[config.mk]
export PLATFORM = sky130hd
export DESIGN_NAME = magic_nor_row_exec_flat
export DESIGN_NICKNAME = d
export VERILOG_FILES = /design/src/rtl/magic_nor_row_exec_pkg.sv /design/src/rtl/magic_nor_row_exec_if.sv /design/src/rtl/magic_nor_row_exec_imem.sv /design/src/rtl/magic_nor_row_exec.sv /design/src/flat_wrapper.sv
export SDC_FILE = /design/constraint.sdc
export NUM_CORES = 1
export LEC_CHECK = 0
export CELL_PAD_IN_SITES_DETAIL_PLACEMENT = 0
export CELL_PAD_IN_SITES_GLOBAL_PLACEMENT = 2
export CORE_AREA = 3 3 218 220
export CTS_BUF_LIST = sky130_fd_sc_hd__clkbuf_16
export CTS_CLUSTER_DIAMETER = 200
export DETAILED_ROUTE_END_ITERATION = 7
export DIE_AREA = 0 0 221 223
export HOLD_SLACK_MARGIN = 0.05
export PLACE_DENSITY = 0.78
export SYNTH_ARGS = -nofsm -noshare
export SYNTH_HDL_FRONTEND = slang
export SYNTH_SLANG_ARGS = --single-unit
[constraint.sdc]
create_clock -name clk -period 4.9 [get_ports clk]
set_clock_uncertainty 0.05 [all_clocks]
set_input_delay 0.98 -clock clk [delete_from_list [all_inputs] [get_ports clk]]
set_output_delay 0.98 -clock clk [all_outputs]
set_load 0.02 [all_outputs]
[src/rtl/magic_nor_row_exec_pkg.sv]
// Shared types for the MAGIC NOR row executor: FSM states, the instruction word
// layout and its width.
package magic_pkg;

    localparam int unsigned DEF_CELLS = 32;
    localparam int unsigned DEF_IW    = $clog2(DEF_CELLS);

    typedef enum logic [1:0] {
        IDLE,
        INIT,
        EVAL,
        DONE
    } exec_state_e;

    typedef struct packed {
        logic [DEF_IW-1:0] dst;
        logic [DEF_IW-1:0] a;
        logic [DEF_IW-1:0] b;
    } nor_instr_t;

    localparam int unsigned INSTR_W = $bits(nor_instr_t);

endpackage

[src/rtl/magic_nor_row_exec_if.sv]
// Program-load port plus input/result valid-ready streams of the row executor.
interface magic_nor_row_exec_if #(
    parameter int unsigned CELLS      = 32,
    parameter int unsigned NIN        = 5,
    parameter int unsigned PROG_DEPTH = 32
);
    localparam int unsigned IW = $clog2(CELLS);
    localparam int unsigned PW = $clog2(PROG_DEPTH);

    logic            prog_we;
    logic [PW-1:0]   prog_addr;
    logic [3*IW-1:0] prog_wdata;
    logic [PW:0]     prog_len;
    logic            in_valid;
    logic            in_ready;
    logic [NIN-1:0]  in_data;
    logic            out_valid;
    logic            out_ready;
    logic            out_data;
    logic            busy;

    modport master (
        output prog_we, prog_addr, prog_wdata, prog_len,
        output in_valid, in_data, out_ready,
        input  in_ready, out_valid, out_data, busy
    );

    modport slave (
        input  prog_we, prog_addr, prog_wdata, prog_len,
        input  in_valid, in_data, out_ready,
        output in_ready, out_valid, out_data, busy
    );
endinterface

[src/rtl/magic_nor_row_exec_imem.sv]
// Instruction store: synchronous write, combinational read, no reset so a
// loaded program survives rst.
module magic_imem #(
    parameter int unsigned PROG_DEPTH = 32,
    parameter int unsigned WIDTH      = 15
) (
    input  logic                          clk,
    input  logic                          we,
    input  logic [$clog2(PROG_DEPTH)-1:0] waddr,
    input  logic [WIDTH-1:0]              wdata,
    input  logic [$clog2(PROG_DEPTH)-1:0] raddr,
    output logic [WIDTH-1:0]              rdata
);
    logic [WIDTH-1:0] mem [PROG_DEPTH];

    always_ff @(posedge clk) begin
        if (we) begin
            mem[waddr] <= wdata;
        end
    end

    assign rdata = mem[raddr];
endmodule

[src/rtl/magic_nor_row_exec.sv]
// One crossbar row running a stored 2-input NOR program per input vector.
// MAGIC_INIT_EN: two-cycle gates (INIT sets dst to 1, EVAL conditionally resets).
module magic_nor_row_exec
    import magic_pkg::*;
#(
    parameter int unsigned CELLS      = 32,
    parameter int unsigned NIN        = 5,
    parameter int unsigned PROG_DEPTH = 32
) (
    input logic                 clk,
    input logic                 rst,
    magic_nor_row_exec_if.slave bus
);
    localparam int unsigned IW = $clog2(CELLS);
    localparam int unsigned PW = $clog2(PROG_DEPTH);

`ifdef MAGIC_INIT_EN
    localparam exec_state_e GATE_START = INIT;
`else
    localparam exec_state_e GATE_START = EVAL;
`endif

    exec_state_e     state;
    exec_state_e     state_nxt;
    logic [CELLS-1:0] cells;
    logic [PW-1:0]   pc;
    logic [PW:0]     len;
    logic            out_data_q;
    logic [3*IW-1:0] instr;
    logic [IW-1:0]   dst;
    logic [IW-1:0]   src_a;
    logic [IW-1:0]   src_b;
    logic            nor_val;
    logic            wr_val;
    logic            last;

    magic_imem #(
        .PROG_DEPTH(PROG_DEPTH),
        .WIDTH     (3*IW)
    ) u_imem (
        .clk  (clk),
        .we   (bus.prog_we && (state == IDLE)),
        .waddr(bus.prog_addr),
        .wdata(bus.prog_wdata),
        .raddr(pc),
        .rdata(instr)
    );

    assign dst     = instr[3*IW-1 -: IW];
    assign src_a   = instr[2*IW-1 -: IW];
    assign src_b   = instr[IW-1:0];
    assign nor_val = ~(cells[src_a] | cells[src_b]);
`ifdef MAGIC_INIT_EN
    // dst was preset to 1 by INIT, so an aliased source reads 1 and forces 0
    assign wr_val  = cells[dst] & nor_val;
`else
    assign wr_val  = nor_val;
`endif
    assign last    = (({1'b0, pc} + 1'b1) == len);

    always_ff @(posedge clk) begin
        if (rst) begin
            state <= IDLE;
        end else begin
            state <= state_nxt;
        end
    end

    always_comb begin
        state_nxt     = state;
        bus.in_ready  = 1'b0;
        bus.out_valid = 1'b0;
        bus.busy      = 1'b1;
        case (state)
            IDLE: begin
                bus.in_ready = 1'b1;
                bus.busy     = 1'b0;
                if (bus.in_valid) begin
                    state_nxt = (bus.prog_len == '0) ? DONE : GATE_START;
                end
            end
            INIT: state_nxt = EVAL;
            EVAL: state_nxt = last ? DONE : GATE_START;
            DONE: begin
                bus.out_valid = 1'b1;
                if (bus.out_ready) begin
                    state_nxt = IDLE;
                end
            end
            default: state_nxt = IDLE;
        endcase
    end

    always_ff @(posedge clk) begin
        if (rst) begin
            cells      <= '0;
            pc         <= '0;
            len        <= '0;
            out_data_q <= 1'b0;
        end else begin
            case (state)
                IDLE: begin
                    if (bus.in_valid) begin
                        cells <= {{(CELLS-NIN){1'b0}}, bus.in_data};
                        pc    <= '0;
                        len   <= bus.prog_len;
                        if (bus.prog_len == '0) begin
                            out_data_q <= 1'b0;
                        end
                    end
                end
                INIT: cells[dst] <= 1'b1;
                EVAL: begin
                    cells[dst] <= wr_val;
                    if (last) begin
                        out_data_q <= wr_val;
                    end else begin
                        pc <= pc + 1'b1;
                    end
                end
                default: ;
            endcase
        end
    end

    assign bus.out_data = out_data_q;
endmodule

[src/flat_wrapper.sv]
// flat-port wrapper written by rule: the top's interface ports become plain ports
module magic_nor_row_exec_flat import magic_pkg::*;
#(
    parameter int unsigned CELLS      = 32,
    parameter int unsigned NIN        = 5,
    parameter int unsigned PROG_DEPTH = 32
)
  (clk, rst, bus_prog_we, bus_prog_addr, bus_prog_wdata, bus_prog_len, bus_in_valid, bus_in_data, bus_out_ready, bus_in_ready, bus_out_valid, bus_out_data, bus_busy);
  magic_nor_row_exec_if #(.CELLS(CELLS), .NIN(NIN), .PROG_DEPTH(PROG_DEPTH)) bus_i ();
  input logic clk;
  input logic rst;
  input wire logic [$bits(bus_i.prog_we)-1:0] bus_prog_we;
  input wire logic [$bits(bus_i.prog_addr)-1:0] bus_prog_addr;
  input wire logic [$bits(bus_i.prog_wdata)-1:0] bus_prog_wdata;
  input wire logic [$bits(bus_i.prog_len)-1:0] bus_prog_len;
  input wire logic [$bits(bus_i.in_valid)-1:0] bus_in_valid;
  input wire logic [$bits(bus_i.in_data)-1:0] bus_in_data;
  input wire logic [$bits(bus_i.out_ready)-1:0] bus_out_ready;
  output wire logic [$bits(bus_i.in_ready)-1:0] bus_in_ready;
  output wire logic [$bits(bus_i.out_valid)-1:0] bus_out_valid;
  output wire logic [$bits(bus_i.out_data)-1:0] bus_out_data;
  output wire logic [$bits(bus_i.busy)-1:0] bus_busy;
  assign bus_i.prog_we = bus_prog_we;
  assign bus_i.prog_addr = bus_prog_addr;
  assign bus_i.prog_wdata = bus_prog_wdata;
  assign bus_i.prog_len = bus_prog_len;
  assign bus_i.in_valid = bus_in_valid;
  assign bus_i.in_data = bus_in_data;
  assign bus_i.out_ready = bus_out_ready;
  assign bus_in_ready = bus_i.in_ready;
  assign bus_out_valid = bus_i.out_valid;
  assign bus_out_data = bus_i.out_data;
  assign bus_busy = bus_i.busy;
  magic_nor_row_exec #(.CELLS(CELLS), .NIN(NIN), .PROG_DEPTH(PROG_DEPTH)) u_core (.clk(clk), .rst(rst), .bus(bus_i));
endmodule
# After elaboration in Yosys (flattened, before gate mapping)

Memory sizes are Yosys's and may differ from the RTL's. A register that Yosys moved wholly into a read port is not among the register bits.
Cells that the tools add are included.

Register bits: 46
RAM bits: 480
Bits of input ports: 36
Output and inout port bits: 4
Word-level logic and storage cells: 63
Memories: 1

$add $sub $neg: 2
$lt $le $gt $ge: 4
Equality and inequality tests: 9
Mux-type cells: 28
Bitwise operators: 3
Reductions and logical operators: 11

Memories:

| name              | words | bits a word | rd ports | clocked after memory_dff | wr ports | line                          | RTL |
|---|---|---|---|---|---|---|---|
| u_core.u_imem.mem | 32    | 15          | 1        | 1                        | 1        | magic_nor_row_exec_imem.sv:14 | `logic [WIDTH-1:0] mem [PROG_DEPTH];` |

Operator list:

| kind                  | number |
|---|---|
| $pmux W32 S3          | 1 |
| $bwmux W32            | 1 |
| $mux W32              | 1 |
| $or A32 B32 Y32       | 1 |
| $mux W5               | 4 |
| $lt A5 B6 Y1 const B  | 3 |
| $mux W1               | 13 |
| $bmux W1 S5           | 2 |
| $pmux W5 S2           | 1 |
| $ne A2 B2 Y1 const B  | 4 |
| $pmux W2 S4           | 1 |
| $add A5 B1 Y6 const B | 1 |
| $eq A6 B6 Y1          | 1 |
| $logic_not A6 Y1      | 1 |
| $reduce_and A2 Y1     | 3 |
| $add A5 B1 Y5 const B | 1 |
| $demux W1 S5          | 1 |
| $ge A5 B1 Y1 const B  | 1 |
| $eq A2 B2 Y1 const B  | 2 |
| $mux W2               | 2 |
| $reduce_and A4 Y1     | 1 |
| $reduce_and A3 Y1     | 1 |
| $reduce_bool A3 Y1    | 1 |
| $eq A2 B1 Y1 const B  | 1 |
| other kinds (7)       | 8 |

# Logic depth before layout (Yosys ltp)

Depth in word-level cells: 6
Gate-level depth with buffers: 15
Depth with buffers taken out: 10

# Cells and area by module

From an unflattened synthesis, not the netlist that was laid out.

Cells, all modules: 1454
Area total of the unflattened synthesis: 21987.3 um2

By module, submodules not included:

| module             | times used | cells an instance | area an instance (um2) | seq. area each (um2) |
|---|---|---|---|---|
| magic_imem         | 1          | 1060              | 18908.1                | 14413.8 |
| magic_nor_row_exec | 1          | 394               | 3079.2                 | 920.9 |

# Worst setup path before layout

OpenSTA, ideal clock, no wires.

Path kind: flip-flop to flip-flop
From: register with a tool-made name
To: register u_core.cells[10]
Setup time: 129 ps
Arrival: 3307 ps
Data required time: 4721 ps
Slack: 1414 ps
Cell stages (with the launch flop): 15
Path buffers: 4
Clock period less this slack: 3486 ps
Cells stage by stage: dfxtp_1 > buf_6 > buf_6 > buf_4 > buf_1 > mux4_2 > mux4_2 > mux2i_4 > nor2_1 > o211ai_1 > nand4_1 > a32oi_1 > nand3_2 > a31oi_4 > o31ai_1

RTL lines:

| item                            | line                      | RTL |
|---|---|---|
| to (signal assigned)            | magic_nor_row_exec.sv:104 | `cells <= {{(CELLS-NIN){1'b0}}, bus.in_data};` |
| to (signal, indexed assignment) | magic_nor_row_exec.sv:114 | `cells[dst] <= wr_val;` |
| to (decl)                       | magic_nor_row_exec.sv:25  | `logic [CELLS-1:0] cells;` |

==> results by group <==
Yosys
  – Main synth FF type: edfxtp_1
  – Simple-gate portion of the synthesized area: 4.160%
  – Mux contribution to synthesized area: between 10% and 20%
  – Post-synth EDFFs: 480
  – Async set-reset flop share out of synthesis: 0%
  – Compound-Gate Fraction of Synth Area: 6.197%
  – Post-synthesis adder-cell area fraction: less than 1%
  – Main combinational cell family by area after synthesis: multiplexers
  – Mapped cell area: between 20000 and 25000 µm²
  – Post-Synth XOR/XNOR Area: 0.2804%
  – Ys Warns: 0
  – Post-Syn Nets: 1245
  – Sequential share of the synthesized area: ~70%
  – Synthesized instance count: between 1k and 1.5k
  – Netlist cell types: between 60 and 70
  – Seq cells post-synth: ~530
  – Syn avg cell area: 18.18 µm²

Route
  – DRT antenna net count: 0
  – DRC: 0
  – Routed length per instance: ~28 µm
  – Initial DRT Pass Iterations: 5
  – Via count: around 12k
  – Number of DRC markers in iteration 0: about 1.1k
  – Total Wirelength: 53410 µm
  – Vias/cell: 6.034

Finish
  – # nets final: approximately 1.3k
  – Finished Layout Cells: between 1.5k and 2k
  – Post-layout instance area: around 25000 µm²
  – Layout fillers: 3543
  – Share of layout cells above drive strength 1: about a quarter
  – Ant. Diodes: 0
  – Layout area overhead: 14.72%
  – Final Util: about 55%

Floorplanning
  – Starting Density: roughly half
  – DIE HEIGHT: around 220 µm
  – Core area: ~45000 µm²
  – IO Pins: 40
  – FP Rows: 78
  – Die Area: around 49000 µm²
  – Die W: between 200 and 250 µm

Timing
  – RSZ-0062 raised after global routing: no
  – Min Tclk post-route: ~4300 ps
  – Max frequency: 232.1 MHz
  – Final setup TNS: 0 ps
  – Fin. max-slew vios: 0
  – Rel. slew slack: around a quarter
  – Final setup violation count: 0
  – Final hold viol count: 0
  – Tcrit/Tclk final: a little under 90%
  – Slew @ Worst Pin: ~1100 ps

Critical path
  – Cells on worst reg2reg path: 11
  – Worst path bufs/invs: 1
  – CP Capture Point: u_core.cells[7]
  – CP Capture Type: register
  – Peak fanout along the critical path: 40
  – Crit path required time: between 5000 and 6000 ps
  – Delay-heaviest family, CP: multiplexers
  – Crit path largest cell delay: 790 ps
  – Slowest cell on crit path: dfxtp_4
  – Cells along the critical path: buf_12 > mux4_1 > mux4_2 > mux2i_2 > nor2_1 > o211ai_1 > nand4_1 > a32oi_1 > or3b_1 > a31oi_4 > o31ai_1
  – Critical path depth in cells: 11
  – R2R Setup Slk: 590 ps
  – Worst setup SP type: register
  – Critical R2R Capture: u_core.cells[7]
  – WP data arrival: ~4800 ps
  – CP Class: reg2reg

Global route
  – Tot GR Track Use: a little over a fifth
  – Initial antenna violation count: 0
  – Grt ovf: 0
  – Number of global-route vias before repair: 11.81k
  – First-pass GRT wire length: roughly 79000 µm
  – Maximum number of pins on one net before global-route repair: 49

Clock tree
  – Skew-Pair Late Insertion Delay: between 600 and 700 ps
  – Total CTS buffers: 54
  – H-tree Lvls: 2
  – Clk sinks: 531
  – TritonCTS clock tree: yes
  – Clk slew on worst S/H paths: ~60 ps
  – Resize count post-CTS: 0
  – Hold Buf Count CTS: 0
  – Setup Buffers After CTS: 0
  – Clock Root Buffer: clkbuf_16
  – Clock Path Buffers: 3

Pwr
  – Pwr dens: approximately 400 nW/µm²
  – Worst vdd ir: roughly 0.00030 V
  – Leakage: around 7.7 nW
  – Total power: approximately 0.01 W

Placement
  – Post-DP Area: ~23000 µm²
  – Routability cong.: between 0.8 and 0.9
  – Post-DP HPWL: 32300 µm
  – I/O Buffers: 39
  – Dpl cells: about 1.8k

Min path
  – Hold crit path type: reg2reg

Run status
  – Status: completed

Job
  – Max Cap Violations: 0
[power by group]
group | internal [W] | leakage [nW] | switching [W]
combinational | 0.000324 | 2.05 | 0.000429
clock | 0.00251 | 0.939 | 0.00168
sequential | 0.00497 | 4.73 | 0.0000352
total | 0.00781 | 7.72 | 0.00215
[sequential cells by signal, summed over array words and instances, names as in the netlist, named ones only]
signal	flops
u_core.cells	32
u_core.pc	5
u_core.len	6
u_core.state	2
u_core.u_imem.mem	480
u_core.bus.out_data	1
[worst register-to-register path, delay by kind of cell (launching register included)]
family                 cells  cell delay, ps
AOI/OAI and AO/OA          4             830
buffers and inverters      1             350
DFF                        1             790
muxes                      3            1260
and+or+nand+nor            3             950
[final cells by class]
type / instances / area [µm²] / area share [%]
clock buffers: 55 / 1376 / 5.487
clock inverters: 45 / 462.9 / 1.846
inverters: 16 / 60.06 / 0.2394
multi-input cells: 597 / 6095 / 24.30
flip-flops and latches: 531 / 15440 / 61.58
well taps: 600 / 750.7 / 2.993
repair buffers: 96 / 893.4 / 3.562
[cell families after synthesis]
logic type	after synthesis
simple gates	189
fa+ha+maj	6
buf+inv	75
mux	192
xor+xnor	7
flops	531
compound gates	203
[cell usage in the layout, fill, tap and decap left out, types with 8 or more instances in the layout]
cell type,instances
a22oi_1,15
mux4_2,123
o21ai_1,12
o31ai_1,15
clkinv_2,12
o211ai_1,13
nor3_1,9
inv_1,24
o41ai_1,12
nor2_1,29
a21oi_1,62
buf_4,51
dfxtp_1,47
o21ai_0,32
mux2_2,8
bufinv_16,9
clkbuf_16,55
nor2_2,33
mux2i_1,51
nand3_1,17
nand2_1,51
clkdlybuf4s50_1,39
edfxtp_1,480
nor2b_1,17
[worst min-delay path by stage]
| stage | start | to | cells past startpoint |
|---|---|---|---|
| detailed placement | u_core.cells[31] | u_core.cells[31] | 2 |
| finish | u_core.cells[15] | u_core.cells[15] | 2 |
| global route | u_core.len[1] | u_core.len[1] | 2 |
| floorplan | u_core.cells[13] | u_core.cells[13] | 2 |
| CTS | u_core.cells[31] | u_core.cells[31] | 2 |
| global placement | u_core.cells[15] | u_core.cells[15] | 2 |
[per-layer routing]
layer | share of wire, % | GRT usage [%] | vias up
met1 | 42 | 30.53 | 6024
met2 | 47 | 34.75 | 433
met4 | 3.9 | 8.184 | 0
met3 | 6.4 | 3.882 | 110
met5 | 0 | 0 | -
li1 | - | - | 5139
[stage by stage]
| stage | setup WS (ps) | hold slack (ps) |
|---|---|---|
| after floorplan | 1414 | 392.7 |
| after CTS | 626.1 | 424.9 |
| final | 591.7 | 423.8 |
| after detailed placement | 617.9 | 414.2 |
| after global placement | 669.4 | 405.5 |
| after global routing | 350.3 | 449.2 |
[cell usage after synthesis (7+ instances only)]
cell,instances,area share [%]
clkbuf_1,16,0.27
nor2b_1,17,0.49
o31ai_1,15,0.52
o211ai_1,13,0.45
dfxtp_1,51,4.7
mux2i_1,51,2.3
nand3_1,17,0.39
nor3_1,9,0.21
o21a_1,7,0.24
nand2_1,51,0.88
a22oi_1,15,0.52
o21ai_0,33,0.76
buf_2,21,0.48
buf_1,7,0.12
buf_6,9,0.46
a21oi_1,62,1.4
edfxtp_1,480,66
mux2_2,8,0.41
inv_1,13,0.22
mux4_2,123,13
o41ai_1,12,0.48
o21ai_1,11,0.25
mux4_1,7,0.84
nor2_1,61,1.0
No activity file was read; power rests on OpenSTA's default activity.
